**config.mk**
```make
export PLATFORM = sky130hd
export DESIGN_NAME = mul_stream_sequencer
export DESIGN_NICKNAME = d
export VERILOG_FILES = /design/src/rtl/mul_seq_pkg.sv /design/src/rtl/mul_stream_sequencer_fifo.sv /design/src/rtl/mul_stream_sequencer.sv
export SDC_FILE = /design/constraint.sdc
export NUM_CORES = 1
export LEC_CHECK = 0
export ABC_AREA = 1
export BUFFER_PORTS_ARGS = -buffer_cell sky130_fd_sc_hd__buf_2
export CORE_MARGIN = 3
export CORE_UTILIZATION = 25
export CTS_CLUSTER_DIAMETER = 200
export DETAILED_ROUTE_END_ITERATION = 8
export GPL_TIMING_DRIVEN = 1
export PLACE_DENSITY_LB_ADDON = 0.2
export SYNTH_ARGS = -nofsm -noshare
export SYNTH_HDL_FRONTEND = slang
export SYNTH_SLANG_ARGS = --single-unit
```
**constraint.sdc**
```tcl
create_clock -name clk -period 2.3 [get_ports clk]
set_clock_uncertainty 0.1 [all_clocks]
set_input_delay 0.115 -clock clk [delete_from_list [all_inputs] [get_ports clk]]
set_output_delay 0.115 -clock clk [all_outputs]
set_load 0.05 [all_outputs]
```
**src/rtl/mul_seq_pkg.sv**
```systemverilog
// Shared types for the multiplier stream sequencer: FSM encoding and FIFO entry sizing.
package mul_seq_pkg;

    typedef enum logic [1:0] {
        IDLE  = 2'd0,
        ISSUE = 2'd1,
        WAIT  = 2'd2,
        CAPT  = 2'd3
    } seq_state_t;

    // One FIFO entry carries both operands plus the tag.
    function automatic int entry_width(input int n, input int tag_w);
        return n * 2 + tag_w;
    endfunction

endpackage

```
**src/rtl/mul_stream_sequencer_fifo.sv**
```systemverilog
// Small synchronous FIFO holding operand pairs and tags; pointers carry an extra wrap bit.
module sync_fifo #(
    parameter int WIDTH = 12,
    parameter int DEPTH = 4
) (
    input  logic             clk,
    input  logic             rst,
    input  logic             push,
    input  logic             pop,
    input  logic [WIDTH-1:0] wdata,
    output logic [WIDTH-1:0] rdata,
    output logic             full,
    output logic             empty
);

    localparam int AW = $clog2(DEPTH);

    logic [WIDTH-1:0] mem [DEPTH];
    logic [AW:0]      wr_ptr;
    logic [AW:0]      rd_ptr;
    logic             do_push;
    logic             do_pop;

    assign do_push = push && !full;
    assign do_pop  = pop && !empty;

    // Flags decode from registered pointers only, so a pop frees a slot one cycle later.
    assign empty = (wr_ptr == rd_ptr);
    assign full  = (wr_ptr[AW] != rd_ptr[AW]) && (wr_ptr[AW-1:0] == rd_ptr[AW-1:0]);
    assign rdata = mem[rd_ptr[AW-1:0]];

    always_ff @(posedge clk) begin
        if (rst) begin
            wr_ptr <= '0;
            rd_ptr <= '0;
        end else begin
            if (do_push) wr_ptr <= wr_ptr + 1'b1;
            if (do_pop)  rd_ptr <= rd_ptr + 1'b1;
        end
    end

    always_ff @(posedge clk) begin
        if (do_push) mem[wr_ptr[AW-1:0]] <= wdata;
    end

endmodule

```
**src/rtl/mul_stream_sequencer.sv**
```systemverilog
// Issue/collect stage in front of a start/done serial multiplier: buffers operand pairs,
// runs one multiply at a time, and returns tagged products on a valid/ready stream.
module mul_stream_sequencer
    import mul_seq_pkg::*;
#(
    parameter int N       = 4,
    parameter int TAG_W   = 4,
    parameter int DEPTH   = 4,
    parameter int TIMEOUT = 16
) (
    input  logic             clk,
    input  logic             rst,
    // Both streams: a transfer happens on a rising edge where valid && ready; the
    // source holds payload steady while valid is high and ready is low.
    input  logic             in_valid,
    output logic             in_ready,
    input  logic [N-1:0]     in_a,
    input  logic [N-1:0]     in_b,
    input  logic [TAG_W-1:0] in_tag,
    output logic             out_valid,
    input  logic             out_ready,
    output logic [2*N-1:0]   out_result,
    output logic [TAG_W-1:0] out_tag,
    output logic             mul_start,
    output logic [N-1:0]     mul_a,
    output logic [N-1:0]     mul_b,
    input  logic [2*N-1:0]   mul_result,
    input  logic             mul_done,
    output logic             err_timeout,
    output logic [15:0]      ops_done,
    output seq_state_t       dbg_state
);

    localparam int EW = entry_width(N, TAG_W);
    localparam int CW = $clog2(TIMEOUT + 1);

    seq_state_t       state;
    logic [TAG_W-1:0] tag_q;
    logic [CW-1:0]    wait_cnt;
    logic [EW-1:0]    fifo_wdata;
    logic [EW-1:0]    fifo_rdata;
    logic             fifo_full;
    logic             fifo_empty;
    logic             fifo_pop;
    logic             out_load;

    assign fifo_wdata = {in_tag, in_a, in_b};
    assign in_ready   = !fifo_full;
    assign fifo_pop   = (state == IDLE) && !fifo_empty;
    assign out_load   = (state == CAPT) && (!out_valid || out_ready);
    assign dbg_state  = state;

    sync_fifo #(
        .WIDTH (EW),
        .DEPTH (DEPTH)
    ) u_fifo (
        .clk   (clk),
        .rst   (rst),
        .push  (in_valid),
        .pop   (fifo_pop),
        .wdata (fifo_wdata),
        .rdata (fifo_rdata),
        .full  (fifo_full),
        .empty (fifo_empty)
    );

    always_ff @(posedge clk) begin
        if (rst) begin
            state       <= IDLE;
            mul_start   <= 1'b0;
            mul_a       <= '0;
            mul_b       <= '0;
            tag_q       <= '0;
            wait_cnt    <= '0;
            out_valid   <= 1'b0;
            out_result  <= '0;
            out_tag     <= '0;
            err_timeout <= 1'b0;
            ops_done    <= '0;
        end else begin
            mul_start <= 1'b0;
            // A drain clears the holding register; a same-cycle load in CAPT overrides this.
            if (out_valid && out_ready) out_valid <= 1'b0;
            case (state)
                IDLE: begin
                    if (!fifo_empty) begin
                        {tag_q, mul_a, mul_b} <= fifo_rdata;
                        mul_start             <= 1'b1;
                        state                 <= ISSUE;
                    end
                end
                ISSUE: begin
                    wait_cnt <= '0;
                    state    <= WAIT;
                end
                WAIT: begin
                    // done is ignored on the first WAIT cycle in case it is stale from the last op.
                    if (wait_cnt != '0 && mul_done) begin
                        state <= CAPT;
                    end else if (wait_cnt == CW'(TIMEOUT - 1)) begin
                        err_timeout <= 1'b1;
                        state       <= IDLE;
                    end else begin
                        wait_cnt <= wait_cnt + 1'b1;
                    end
                end
                CAPT: begin
                    if (out_load) begin
                        out_result <= mul_result;
                        out_tag    <= tag_q;
                        out_valid  <= 1'b1;
                        ops_done   <= ops_done + 16'd1;
                        state      <= IDLE;
                    end
                end
                default: state <= IDLE;
            endcase
        end
    end

endmodule

```
* After elaboration in Yosys (flattened, before gate mapping)
Memories as Yosys holds them, arrays and structs flattened. A register that Yosys moved wholly into a read port is not among the register bits.
Index checks and enable logic that the tools add are counted.
** Word-level totals
- Register bits :: 44
- Bits in writable memories :: 48
- Output and inout bits :: 42
- Logic and storage cells :: 64
- Memories :: 1
** Operators by class
- Add/sub/neg operators :: 4
- Equality and inequality tests :: 12
- Muxes and demuxes :: 14
- Bitwise operators :: 3
- Reduce and logical (&&, ||, !) cells :: 20
** Memory list
- u_fifo.mem :: depth 4, bits a word 12, rd ports 1, clocked after memory_dff 1, write ports 1, line mul_stream_sequencer_fifo.sv:18 : logic [WIDTH-1:0] mem [DEPTH];
** Operator list (number)
- $add 16x1->16 const B :: 1
- $mux 5 :: 2
- $pmux 5 s2 :: 1
- $reduce_and 3->1 :: 3
- $mux 2 :: 4
- $ne 2x2->1 const B :: 4
- $pmux 2 s4 :: 1
- $logic_and 1x1->1 :: 7
- $add 3x1->3 const B :: 2
- $mux 1 :: 6
- $add 5x1->5 const B :: 1
- $eq 5x4->1 const B :: 1
- $reduce_bool 5->1 :: 1
- $eq 2x2->1 const B :: 2
- $reduce_and 2->1 :: 2
- $eq 3x3->1 :: 1
- $logic_not 1->1 :: 3
- $ne 3x3->1 const B :: 1
- $not 1->1 :: 3
- $eq 2x1->1 const B :: 1
- $eq 2x2->1 :: 1
- $logic_not 2->1 :: 1
- $reduce_bool 2->1 :: 1
- $reduce_or 2->1 :: 1
- other kinds (2) :: 2

* Depth between registers and ports, before layout
- Depth after elaboration :: 6
- Mapped depth :: 11

* Hierarchy
Synthesis repeated with hierarchy kept, for this count alone.
** Unflattened totals
- Cells, all modules :: 499
- Area total of the unflattened synthesis :: 4508.1 µm²
** By module, submodules not included
- sync_fifo :: times used 1, cells each 192, area each 2268.4 µm², sequential area each 1601.5 µm²
- mul_stream_sequencer :: times used 1, cells each 307, area each 2239.6 µm², sequential area each 1001.0 µm²

* Worst setup path before layout
OpenSTA, ideal clock, no wires.
- Kind :: register -> register
- Start :: reg u_fifo.rd_ptr[0]
- End :: mem u_fifo.mem[0][0] (enable)
- Arrival time :: 1.633 ns
- Required time :: 1.820 ns
- Slack :: 0.186 ns
- Cell stages (with the launch flop) :: 8
- Buffers on the path :: 1
- Clock period less this slack :: 2.114 ns
- Path through :: dfxtp_1 buf_6 inv_6 nand2_1 nand2_2 nand4_2 nand2_2 nor2_1
** Between the ends
- Cells in the longest elaborated chain, start to end :: 6
** Ends and longest elaborated chain
- from (decl) :: line mul_stream_sequencer_fifo.sv:20 : logic [AW:0] rd_ptr;
- from (signal assigned) :: line mul_stream_sequencer_fifo.sv:38 : if (do_pop) rd_ptr <= rd_ptr + 1'b1;
- $eq 2x2->1 :: line mul_stream_sequencer_fifo.sv:29 : assign full = (wr_ptr[AW] != rd_ptr[AW]) && (wr_ptr[AW-1:0] == rd_ptr[AW-1:0]);
- $logic_and 1x1->1 :: line mul_stream_sequencer_fifo.sv:29
- $logic_not 1->1
- named net in_ready :: line mul_stream_sequencer.sv:16 : output logic in_ready,
- $logic_and 1x1->1 :: line mul_stream_sequencer_fifo.sv:24 : assign do_push = push && !full;
- $mux 1 :: line mul_stream_sequencer_fifo.sv:43 : if (do_push) mem[wr_ptr[AW-1:0]] <= wdata;
- $mux 1 (implied by the code) :: line mul_stream_sequencer_fifo.sv:43
- to (decl) :: line mul_stream_sequencer_fifo.sv:18
The timed path passes the listed nets, and every way through them passes these cells.

* Final worst setup path
- Start :: reg wait_cnt[0]
- End :: reg wait_cnt[0]
** Between the ends
- Cells in the longest elaborated chain, start to end :: 4
- Elaborated cells on any way between the ends :: 10
** Ends and longest elaborated chain
- from (decl) :: line mul_stream_sequencer.sv:39 : logic [CW-1:0] wait_cnt;
- from (signal assigned) :: line mul_stream_sequencer.sv:104 : wait_cnt <= wait_cnt + 1'b1;
- $add 5x1->5 or $reduce_bool 5->1 (tied branches) :: line mul_stream_sequencer.sv:104, mul_stream_sequencer.sv:98
- $mux 5 or $logic_and 1x1->1 (tied branches) :: line mul_stream_sequencer.sv:100, mul_stream_sequencer.sv:98
- $mux 5 or $ne 2x2->1 (tied branches)
- $pmux 5 s2 or $reduce_and 3->1 (tied branches)
Several ways; a longest one is shown, not always the timed one. The select of a mux whose other input is x is not followed.
A chain may end at the register's enable or synchronous reset.

==> impl_metrics.env <==
export IMPL_status="complete, no violations"
export IMPL_ant_nets=0
export IMPL_drive_gt1_share_pct=18.3
export IMPL_antenna_cells=0
export IMPL_whs_path_depth=2
export IMPL_fill_cells=1722
export IMPL_vdd_drop_max_mv=0.532
export IMPL_start_util_pct=25.9
export IMPL_overflow=0
export IMPL_syn_cell_area_sq_um=4340
export IMPL_dieArea_sq_um=19000
export IMPL_worst_r2r_path_depth=9
export IMPL_ios=67
export IMPL_ys_seq_area_share_pct=59.0
export IMPL_post_cts_setup_buffers=0
export IMPL_grt_max_degree=28
export IMPL_dp_hpwl_um=7310
export IMPL_synth_nets=504
export IMPL_synth_seq_cells=104
export IMPL_gp_congestion=0.820
export IMPL_drv_slew=0
export IMPL_avgSynthCellArea_sq_um=9.31
export IMPL_grt_util_all_layers_pct=11.2
export IMPL_grt_pass1_vias=3243
export IMPL_cts_tree="built"
export IMPL_synthCells=466
export IMPL_cp_cell_sequence="ha_1, nand2_1, nor2_1, ha_1, a21boi_0, nand2_1, inv_1, nand3_1, a21oi_1"
export IMPL_synth_common_cells="105 x nor2_1, 58 x o21ai_0, 56 x dfxtp_1, 49 x nand2_1, 48 x edfxtp_1"
export IMPL_critPathCaptureType="flop"
export IMPL_worstReg2RegEnd="wait_cnt[0]"
export IMPL_grt_antenna_before_repair=0
export IMPL_synth_cell_type_count=32
export IMPL_num_nets_final=596
export IMPL_hold_path_class="in -> reg"
export IMPL_drt_iter0_drc=201
export IMPL_finalHoldViolCount=0
export IMPL_clk_pin_slew_ns=0.07
export IMPL_crit_type="reg -> reg"
export IMPL_max_slew_margin_pct=60.1
export IMPL_r2r_start="wait_cnt[0]"
export IMPL_rsz0062_at_grt="false"
export IMPL_rows=47
export IMPL_drt_vias_per_instance=4.30
export IMPL_start_kind="flop"
export IMPL_r2r_slack_ns=0.56
export IMPL_multi_input_area_sq_um=1520
export IMPL_synth_edf_count=48
export IMPL_required_ns=2.48
export IMPL_grt_pass1_wl_um=16600
export IMPL_power_density_nw_per_um2=1070
export IMPL_critical_path_buf_inv_count=1
export IMPL_yosysTopAreaCellShare_pct=33.2
export IMPL_wl_um=10300
export IMPL_seqCellArea_sq_um=2560
export IMPL_cp_slowest_stage_delay_ns=0.34
export IMPL_drc=0
export IMPL_setup_ws_ns=0.557
export IMPL_via_count=3365
export IMPL_crit_family="adder cells"
export IMPL_ys_flop_type="dfxtp_1"
export IMPL_ys_top_cells_by_area="edfxtp_1 33%, dfxtp_1 26%, nor2_1 9.1%"
export IMPL_timing_fmax_ghz=0.574
export IMPL_port_buffers=66
export IMPL_yosys_warnings=0
export IMPL_htree_levels=3
export IMPL_async_reset_ff_share_pct=0
export IMPL_leakage_nw=2.13
export IMPL_min_delay_start="rst"
export IMPL_power_total_mw=5.80
export IMPL_area_growth_pct=24.7
export IMPL_holdPathEnd="err_timeout"
export IMPL_pre_cts_ws_ns=0.567
export IMPL_maxCapViolCount=0
export IMPL_cts_resized=0
export IMPL_postLayoutCoreUtil_pct=32.3
export IMPL_dr_pass1_iters=4
export IMPL_core_sq_um=16800
export IMPL_finalSetupViolations=0
export IMPL_clock_sinks=104
export IMPL_synth_largest_area_cell="edfxtp_1"
export IMPL_insertion_delay_ns=0.34
export IMPL_cts_buffers=9
export IMPL_worstMarginPinSlew_ns=0.598
export IMPL_tns_ns=0
export IMPL_clock_path_buffers=2
export IMPL_synth_most_common_cell="nor2_1"
export IMPL_final_min_clock_period_ns=1.74
export IMPL_critPathArrivalTime_ns=1.92
export IMPL_cp_max_fo=7
export IMPL_post_route_period_util_pct=75.8
export IMPL_root_buffer="clkbuf_16"
export IMPL_die_width_um=138
export IMPL_die_height_um=138
export IMPL_cpMaxStageDelayCell="dfxtp_1"
export IMPL_wire_per_inst_um=13.1
==> cells by family (layout without fill, tap and decap cells) <==
| family | after synthesis | after routing | synth area share [%] |
|---|---|---|---|
| flip-flops | 104 | 104 | 59.0 |
| AND/OR/NAND/NOR | 185 | 185 | 17.8 |
| XOR/XNOR | 4 | 4 | 0.980 |
| buffers and inverters | 59 | 156 | 5.88 |
| AO/OA/AOI/OAI | 101 | 101 | 12.5 |
| adder cells (fa/ha/maj) | 13 | 13 | 3.75 |
==> power breakdown <==
part	total (mW)	switching [mW]	internal, mW
clock network	1.40	0.668	0.735
registers	2.34	0.150	2.19
logic	2.06	1.48	0.576
==> metal layers <==
layer	share of wire, %	global-route usage, %
met5	0	0
met4	0.92	2.31
met3	5.8	3.51
met2	44	17.3
met1	49	15.6
==> metrics by stage <==
stage | hold WS (ns) | instances | area [sq um]
2_1_floorplan | 0.114 | 466 | 4340
3_3_place_gp | 0.246 | 746 | 4930
3_5_place_dp | 0.247 | 746 | 4930
4_1_cts | 0.00351 | 783 | 5410
5_1_grt | 0.0393 | 783 | 5410
6_report | 0.0180 | 783 | 5410
==> cell usage in the layout (no fill, tap or decap), drive strengths merged <==
master       synthesis  final
dfxtp               56     56
xnor2                1      1
nand4                4      4
o22ai               11     11
nand2               53     53
dlygate4sd3          0     21
a21oi               22     22
buf                  5     76
a21boi               1      1
a211oi               1      1
a31oi                1      1
clkbuf              11     11
o21bai               1      1
nor3                 7      7
nand3               16     16
clkinv               0      2
inv                 43     44
nor2               105    105
ha                  13     13
clkinvlp             0      2
xor2                 3      3
o21ai               64     64
edfxtp              48     48
==> worst reg2reg max path, cell delays in order (launching register included) <==
cell	delay [ns]
dfxtp_1	0.34
ha_1	0.22
nand2_1	0.09
nor2_1	0.05
ha_1	0.20
a21boi_0	0.16
nand2_1	0.16
inv_1	0.15
nand3_1	0.09
a21oi_1	0.13
==> how the worst max path moves through the flow <==
stage               slack, ns        startpoint          endpoint  cells past startpoint
floorplan                0.19  u_fifo.rd_ptr[0]  u_fifo.mem[0][0]                      7
global placement         0.60      dbg_state[1]      ops_done[14]                      6
detailed placement       0.57       wait_cnt[0]       wait_cnt[2]                      9
CTS                      0.55       wait_cnt[0]       wait_cnt[0]                      9
global route             0.33       wait_cnt[0]       wait_cnt[1]                      9
finish                   0.56       wait_cnt[0]       wait_cnt[0]                      9
==> sequential cells by signal, indices dropped and copies added, names as in the netlist, 2 cells and up <==
register / cells
u_fifo.mem: 48
ops_done: 16
out_result: 8
wait_cnt: 5
mul_a: 4
mul_b: 4
out_tag: 4
tag_q: 4
u_fifo.rd_ptr: 3
u_fifo.wr_ptr: 3
dbg_state: 2
==> final cells by class <==
class	count	share of cell area (%)
sequential	104	47.4
multi-input combinational	303	28.1
timing repair buffer	97	11.4
tap	220	5.09
clock buffer	11	4.30
inverter	43	3.12
clock inverter	5	0.624
==> timing repair <==
item,in CTS,in global routing
hold endpoints to repair,57,0
endpoints found under the setup margin,0,0
hold buffers,21,0
No activity file was read; power rests on OpenSTA's default activity.
